**src/rtl/mul_defs_pkg.sv**
```systemverilog
// Shared multiplier/ALU constants: FSM state codes, operand/product widths, step count.
package mul_defs_pkg;
  localparam int MUL_OP_W   = 32;
  localparam int MUL_PROD_W = 64;
  localparam int MUL_STEPS  = 32;
  localparam int MUL_CNT_W  = $clog2(MUL_STEPS);
  localparam logic [MUL_CNT_W-1:0] MUL_LAST_CNT = MUL_CNT_W'(MUL_STEPS - 1);

  localparam int ALU_W    = 32;
  localparam int CLA_GRP  = 4;
  localparam int CLA_NGRP = ALU_W / CLA_GRP;

  typedef enum logic [1:0] {
    ST_IDLE = 2'd0,
    ST_EXEC = 2'd1,
    ST_DONE = 2'd2
  } mul_state_e;
endpackage

```
**src/rtl/mul_ctrl32_cla32.sv**
```systemverilog
// 32-bit carry-lookahead adder: 4-bit groups with in-group lookahead, group carries chained by G/P.
module cla32
  import mul_defs_pkg::*;
(
  input  logic [ALU_W-1:0] i_a,
  input  logic [ALU_W-1:0] i_b,
  input  logic             i_ci,
  output logic [ALU_W-1:0] o_sum,
  output logic             o_co
);
  logic [ALU_W-1:0]  w_g, w_p, w_c;
  logic [CLA_NGRP-1:0] w_gg, w_gp;
  logic [CLA_NGRP:0]   w_cg;

  always_comb begin
    w_g  = i_a & i_b;
    w_p  = i_a ^ i_b;
    w_c  = '0;
    w_gg = '0;
    w_gp = '0;
    w_cg = '0;
    w_cg[0] = i_ci;
    for (int k = 0; k < CLA_NGRP; k++) begin
      w_gg[k] = w_g[4*k+3]
              | (w_p[4*k+3] & w_g[4*k+2])
              | (w_p[4*k+3] & w_p[4*k+2] & w_g[4*k+1])
              | ((&w_p[4*k+1 +: 3]) & w_g[4*k]);
      w_gp[k] = &w_p[4*k +: 4];
      w_cg[k+1] = w_gg[k] | (w_gp[k] & w_cg[k]);
      w_c[4*k]   = w_cg[k];
      w_c[4*k+1] = w_g[4*k] | (w_p[4*k] & w_cg[k]);
      w_c[4*k+2] = w_g[4*k+1] | (w_p[4*k+1] & w_g[4*k])
                 | (w_p[4*k+1] & w_p[4*k] & w_cg[k]);
      w_c[4*k+3] = w_g[4*k+2] | (w_p[4*k+2] & w_g[4*k+1])
                 | (w_p[4*k+2] & w_p[4*k+1] & w_g[4*k])
                 | (w_p[4*k+2] & w_p[4*k+1] & w_p[4*k] & w_cg[k]);
    end
    o_sum = w_p ^ w_c;
    o_co  = w_cg[CLA_NGRP];
  end
endmodule

```
**src/rtl/mul_ctrl32.sv**
```systemverilog
// 32x32 unsigned shift-add multiplier; 32 EXEC steps, done one cycle after the last step.
// start ignored while busy; abort cancels EXEC; result held in its own register across aborts.
module mul_ctrl32
  import mul_defs_pkg::*;
(
  input  logic                  clk,
  input  logic                  reset,
  input  logic                  start,
  input  logic                  abort,
  input  logic [MUL_OP_W-1:0]   a,
  input  logic [MUL_OP_W-1:0]   b,
  output logic                  busy,
  output logic                  done,
  output logic [MUL_PROD_W-1:0] result
);
  mul_state_e r_state, w_state_nxt;

  logic [MUL_OP_W-1:0]   r_a, r_q, r_m;
  logic [MUL_CNT_W-1:0]  r_cnt;
  logic [MUL_PROD_W-1:0] r_result;

  logic [MUL_OP_W-1:0] w_addend, w_sum, w_a_step, w_q_step;
  logic                w_co, w_accept, w_last;

  assign w_addend = r_q[0] ? r_m : '0;

  cla32 u_cla (
    .i_a  (r_a),
    .i_b  (w_addend),
    .i_ci (1'b0),
    .o_sum(w_sum),
    .o_co (w_co)
  );

  // Carry-out shifts into the top of A, so the 64-bit {A,Q} never overflows.
  assign w_a_step = {w_co, w_sum[MUL_OP_W-1:1]};
  assign w_q_step = {w_sum[0], r_q[MUL_OP_W-1:1]};
  assign w_accept = start && (r_state != ST_EXEC);
  assign w_last   = (r_cnt == MUL_LAST_CNT);

  always_ff @(posedge clk or posedge reset) begin
    if (reset) r_state <= ST_IDLE;
    else       r_state <= w_state_nxt;
  end

  always_comb begin
    w_state_nxt = r_state;
    unique case (r_state)
      ST_IDLE: if (start) w_state_nxt = ST_EXEC;
      ST_EXEC: begin
        if (abort)       w_state_nxt = ST_IDLE;
        else if (w_last) w_state_nxt = ST_DONE;
      end
      ST_DONE: w_state_nxt = start ? ST_EXEC : ST_IDLE;
      default: w_state_nxt = ST_IDLE;
    endcase
  end

  always_comb begin
    busy = (r_state == ST_EXEC);
    done = (r_state == ST_DONE);
  end

  always_ff @(posedge clk or posedge reset) begin
    if (reset) begin
      r_a      <= '0;
      r_q      <= '0;
      r_m      <= '0;
      r_cnt    <= '0;
      r_result <= '0;
    end else if (w_accept) begin
      r_m   <= a;
      r_q   <= b;
      r_a   <= '0;
      r_cnt <= '0;
    end else if (r_state == ST_EXEC) begin
      if (abort) begin
        r_a   <= '0;
        r_q   <= '0;
        r_cnt <= '0;
      end else begin
        r_a   <= w_a_step;
        r_q   <= w_q_step;
        r_cnt <= r_cnt + 1'b1;
        if (w_last) r_result <= {w_a_step, w_q_step};
      end
    end
  end

  assign result = r_result;
endmodule

```
**config.mk**
```make
export PLATFORM = sky130hd
export DESIGN_NAME = mul_ctrl32
export DESIGN_NICKNAME = d
export VERILOG_FILES = /design/src/rtl/mul_defs_pkg.sv /design/src/rtl/mul_ctrl32_cla32.sv /design/src/rtl/mul_ctrl32.sv
export SDC_FILE = /design/constraint.sdc
export NUM_CORES = 1
export LEC_CHECK = 0
export CAP_MARGIN = 5
export CELL_PAD_IN_SITES_DETAIL_PLACEMENT = 2
export CELL_PAD_IN_SITES_GLOBAL_PLACEMENT = 2
export CORE_ASPECT_RATIO = 0.5
export CORE_MARGIN = 2
export CORE_UTILIZATION = 31
export DETAILED_ROUTE_END_ITERATION = 8
export GPL_ROUTABILITY_DRIVEN = 0
export PLACE_DENSITY_LB_ADDON = 0.1
export RECOVER_POWER = 100
export REMOVE_ABC_BUFFERS = 1
export SLEW_MARGIN = 20
export SYNTH_ARGS = -nofsm -noshare
export SYNTH_HDL_FRONTEND = slang
export SYNTH_SLANG_ARGS = --single-unit
```
**constraint.sdc**
```tcl
create_clock -name clk -period 6.1 [get_ports clk]
set_input_delay 1.83 -clock clk [delete_from_list [all_inputs] [get_ports clk]]
set_output_delay 1.83 -clock clk [all_outputs]
set_load 0.05 [all_outputs]
```
After elaboration in Yosys (flattened, before gate mapping)
Index checks and enable logic that the tools add are counted.
{ "totals": {"out_inout_bits": 66, "latchBits": 0, "n_memories": 0, "reg_bits": 167, "mem_bits_rw": 0, "inputBits": 68, "wordCells": 235, "romBits": 0} }
{ "classes": {"addsub": 1, "n_reduce_logical": 20, "mul": 0, "n_shift": 0, "muxes": 15, "eq_ne": 6, "order_cmp": 0, "bitwise_logic": 187, "n_div": 0} }
{ "ops": {"columns": ["operator", "n"], "rows": [
  ["32-bit 2-to-1 mux", 7],
  ["1-bit bitwise AND", 106],
  ["1-bit bitwise OR", 76],
  ["32-bit XOR", 2],
  ["32-bit bitwise AND", 1],
  ["4-bit AND reduction", 8],
  ["3-bit AND reduction", 8],
  ["5-bit 2-to-1 mux", 3],
  ["2-bit 2-to-1 mux", 3],
  ["2-bit case mux with 3 select lines", 1],
  ["5-bit by 1-bit adder with 5-bit output (second input constant)", 1],
  ["5-bit equality test (second input constant)", 1],
  ["3-bit by 2-bit != test with 1-bit output (second input constant)", 1],
  ["2-bit by 1-bit equality test with 1-bit output (second input constant)", 1],
  ["2-bit equality test (second input constant)", 1],
  ["2-bit zero test", 1],
  ["2-bit by 1-bit != test with 1-bit output (second input constant)", 1],
  ["2-bit != test (second input constant)", 1],
  ["1-bit inverter", 2],
  ["2-bit AND reduction", 1],
  ["2-bit nonzero test", 1],
  ["1-bit logical AND", 1],
  ["1-bit 2-to-1 mux", 1]
]} }

Depth between registers and ports, before layout
{ "depth": {"word_depth": 24, "mapped_depth": 14, "depth_no_buf": 13} }

Modules after synthesis
Synthesis repeated with hierarchy kept, for this count alone.
{ "unflattened": {"cells_unflattened": 604, "area_unflattened_um2": 8029.0} }
{ "by_module_without_submodules": {"columns": ["mod", "n_inst", "area_each_um2", "cells_per_inst", "seq_area_each_um2"], "rows": [
  ["mul_ctrl32", 1, 6711.4, 450, 4179.0],
  ["cla32", 1, 1317.5, 154, 0.0]
]} }

Worst setup path after synthesis
OpenSTA, ideal clock, no wires.
{ "synth_timing": {"path_type": "register to output", "from": "reg r_state[1]", "to": "out busy", "path_stages_with_launch": 5, "required_ps": 4270, "t_arrival_ps": 1468, "n_path_buf": 2, "setup_slack_ps": 2802, "path_cell_list": "dfrtp_1 > nand2b_1 > inv_1 > clkbuf_1 > clkbuf_1"} }
{ "synth_between": {"elab_chain_len": 1} }
{ "synth_rtl": {"columns": ["element", "line_no", "text"], "rows": [
  ["start, declared", "mul_ctrl32.sv:16", "mul_state_e r_state, w_state_nxt;"],
  ["start signal, assigned", "mul_ctrl32.sv:43", "else r_state <= w_state_nxt;"],
  ["2-bit by 1-bit equality test with 1-bit output", "mul_ctrl32.sv:60", "busy = (r_state == ST_EXEC);"],
  ["end, declared", "mul_ctrl32.sv:12", "output logic busy,"]
]} }
Every way passes these cells.

Final worst setup path
{ "layout_timing": {"from": "in abort", "to": "reg r_result[62] (netlist: result[62])"} }
{ "layout_between": {"elab_chain_len": 2} }
{ "layout_rtl": {"columns": ["element", "line_no", "text"], "rows": [
  ["start, declared", "mul_ctrl32.sv:9", "input logic abort,"],
  ["1-bit inverter (no line)", null, null],
  ["4-bit AND reduction (no line)", null, null],
  ["end signal, assigned", "mul_ctrl32.sv:85", "if (w_last) r_result <= {w_a_step, w_q_step};"],
  ["end, declared", "mul_ctrl32.sv:20", "logic [MUL_PROD_W-1:0] r_result;"]
]} }
Every way passes these cells.
A chain may end at the register's enable or synchronous reset.

==> impl_metrics.tcl <==
set metrics [dict create \
    outcome "complete, but fails checks" \
    violations "capacitance limit, slew limit" \
    hold_violations 0 \
    postRouteAntennaNets 0 \
    ys_async_sr_fraction_pct 100 \
    cts.sinks 167 \
    synth_ff_type "dfrtp_1" \
    h-tree-depth 4 \
    cp_num_buf_inv 4 \
    dr.pass1.iters 4 \
    port-buffer-count 133 \
    post-dp-hpwl_um 15200 \
    crit_type "input port to register" \
    pwr-share-seq_pct 44.4 \
    worstSetupEndpointType "register" \
    max_stage_delay_ns 0.97 \
    pwr-share-clk_pct 39.0 \
    synth_common_cells "dfrtp_1, nand2_1, o21ai_0" \
    clk_path_buf_depth 2 \
    yosys_warnings 0 \
    max_freq_mhz 215 \
    die_x_um 234 \
    synth_edf_count 0 \
    yosys.area.top_type "dfrtp_1" \
    dieArea_um2 27700 \
    path_cells "clkdlybuf4s50_1 -> clkbuf_1 -> nor2_1 -> buf_4 -> nand2_2 -> buf_4 -> nor3_1 -> a211oi_1 -> o211ai_1" \
    post_cts_resized 0 \
    io_pins 134 \
    coreArea_um2 25500 \
    antenna_found_initial 2 \
    clock_latency_ns 0.45 \
    dp_slack_ns 1.67 \
    fp-row-count 41 \
    netlist_instances 782 \
    tightestPinTransition_ns 2.09 \
    start_kind "input port" \
    syn_to_final_growth_pct 27.7 \
    grt-ovfl-total 0 \
    yosysMostFrequentCell "dfrtp_1" \
    setup_violations 0 \
    vdd_ir_drop_max_mv 0.202 \
    cts_setup_buffers 0 \
    grt_max_degree 78 \
    p_switching_uw 805 \
    initial_utilization_pct 32.0 \
    first_global_vias 7103 \
    critPathMaxFanout 77 \
    rsz0062_at_grt "no" \
    grt_pass1_wl_um 38400 \
    p_sw_share_pct 27.7 \
    cp_common_cell "buf_4" \
    period_share_pct 76.1 \
    ys_types 52 \
    final_max_slew_viol_count 161 \
    power.internal_mw 2.10 \
    critPathTopFamily "buffers and inverters" \
    yosysSeqAreaShare_pct 51.1 \
    dieHeight_um 119 \
    fin_ws_ns 1.46 \
    grt_use_total_pct 17.9 \
    synth_top_cell_area_share_pct 51.1 \
    dp_cells 1230 \
    power.leakage_nw 4.98 \
    wl_per_cell_um 18.3 \
    synth.avg_cell_area_um2 10.4 \
    combinationalPowerShare_pct 16.6 \
    p_per_area_nw_per_um2 279 \
    final_core_utilization_pct 40.8 \
    drt_iter0_markers 242 \
    root_buffer "clkbuf_16" \
    drive_gt1_share_pct 9.49 \
    fin_skew_ns 0.00839 \
    crit_slowest_cell "clkbuf_1" \
    viasPerCell 4.94 \
    fin_cells 1262 \
    drc 0 \
    min_period_ns 4.64 \
    layout.nets 1015 \
    worstPathArrival_ns 4.96 \
    max_cap_violations 5 \
    path_clk_slew_ns 0.07 \
    syn_area_um2 8170 \
    hold_buffers 0 \
    num_vias 6236 \
    tritoncts "built" \
    wirelength_um 23100 \
    synth.area.top_cells "dfrtp_1, nand2_1, mux2_2, ha_1, o21ai_0" \
    synth-seq-cells 167 \
    relSlewSlack_pct -39.0 \
    cp.required_ns 6.42 \
    numCtsBuffers 17 \
    finalPower_mw 2.91 \
    hp-class "register to register" \
]
## layer usage
metal / GRT usage, % / routed length (um) / vias up
met5: 0 / 0 / -
met4: 5.70 / 276 / 0
met3: 3.98 / 719 / 19
met2: 29.5 / 11200 / 64
met1: 23.3 / 10900 / 3221
li1: - / - / 2932
## cell type report
type,count,area (um2)
antenna,1,2.50
clock inverter,8,121
fill,2703,15100
clock buffer,23,478
multi-input combinational,549,3740
inverter,27,106
tap,344,430
timing repair buffer,143,1380
sequential,167,4180
## registers in the layout, summed over array words and instances (netlist names)
name     flops
result      64
r_a         32
r_m         32
r_state      2
r_q         32
r_cnt        5
## power by group through the flow
stage | clock [mW] | sequential (mW) | combinational [mW]
3_3_place_gp | 0 | 1.31 | 0.477
5_1_grt | 1.22 | 1.31 | 0.548
6_report | 1.13 | 1.29 | 0.483
2_1_floorplan | 0 | 1.29 | 0.317
4_1_cts | 1.17 | 1.29 | 0.497
3_5_place_dp | 0 | 1.31 | 0.493
## path summary, 6_finish.rpt
path,startpoint,end,slack [ns],cells after the start
setup / recovery,abort,result[62]$_DFFE_PP0P_,1.46,9
hold / removal,result[24]$_DFFE_PP0P_,result[24]$_DFFE_PP0P_,0.48,2
setup reg to reg,r_q[0]$_DFFE_PP0P_,result[60]$_DFFE_PP0P_,1.50,14
hold reg to reg,result[24]$_DFFE_PP0P_,result[24]$_DFFE_PP0P_,0.48,2
max in group asynchronous,reset,result[23]$_DFFE_PP0P_,1.85,3
min in group asynchronous,reset,r_m[3]$_DFFE_PP0P_,1.98,2
## cells in the final DEF, fill, tap and decap left out, types with 4 or more instances in the layout
cell type / n
dfrtp_1: 167
o31ai_1: 4
clkbuf_1: 9
and3_1: 5
o21ai_0: 79
a21oi_1: 20
clkbuf_16: 17
nor2_1: 15
and2_1: 27
mux2i_1: 32
nand3b_1: 32
dlygate4sd3_1: 67
ha_1: 34
fa_1: 8
xor2_1: 10
inv_1: 24
buf_4: 4
o21bai_1: 4
mux2_2: 41
a22o_1: 13
clkdlybuf4s50_1: 65
nand2_1: 163
nand3_1: 6
xnor2_1: 11
## stage by stage
step / cell area (um2) / setup TNS [ns] / hold WS, ns
after floorplan: 8020 / -41.48 / 0.455
after global placement: 9860 / 0 / 0.464
after detailed placement: 9870 / 0 / 0.474
after CTS: 10500 / 0 / 0.490
after global routing: 10400 / 0 / 0.507
final: 10400 / 0 / 0.477
## tightest hold or removal path, cell delays in order, from the launching register on
cell and delay [ns]:
dfrtp_1 0.34, nand2_1 0.05, nand2_1 0.06
## cells by family (layout without fill, tap and decap cells)
group / count (synthesis) / in the layout / share of synthesized area [%]
multiplexers: 73 / 73 / 9.57
flip-flops: 167 / 167 / 51.1
adder cells (fa/ha/maj): 42 / 42 / 7.17
buffers and inverters: 66 / 201 / 3.06
AND/OR/NAND/NOR: 263 / 263 / 15.2
other: 0 / 1 / 0
AO/OA/AOI/OAI: 150 / 150 / 11.6
XOR/XNOR: 21 / 21 / 2.25
Power figures use the tool's default switching activity.
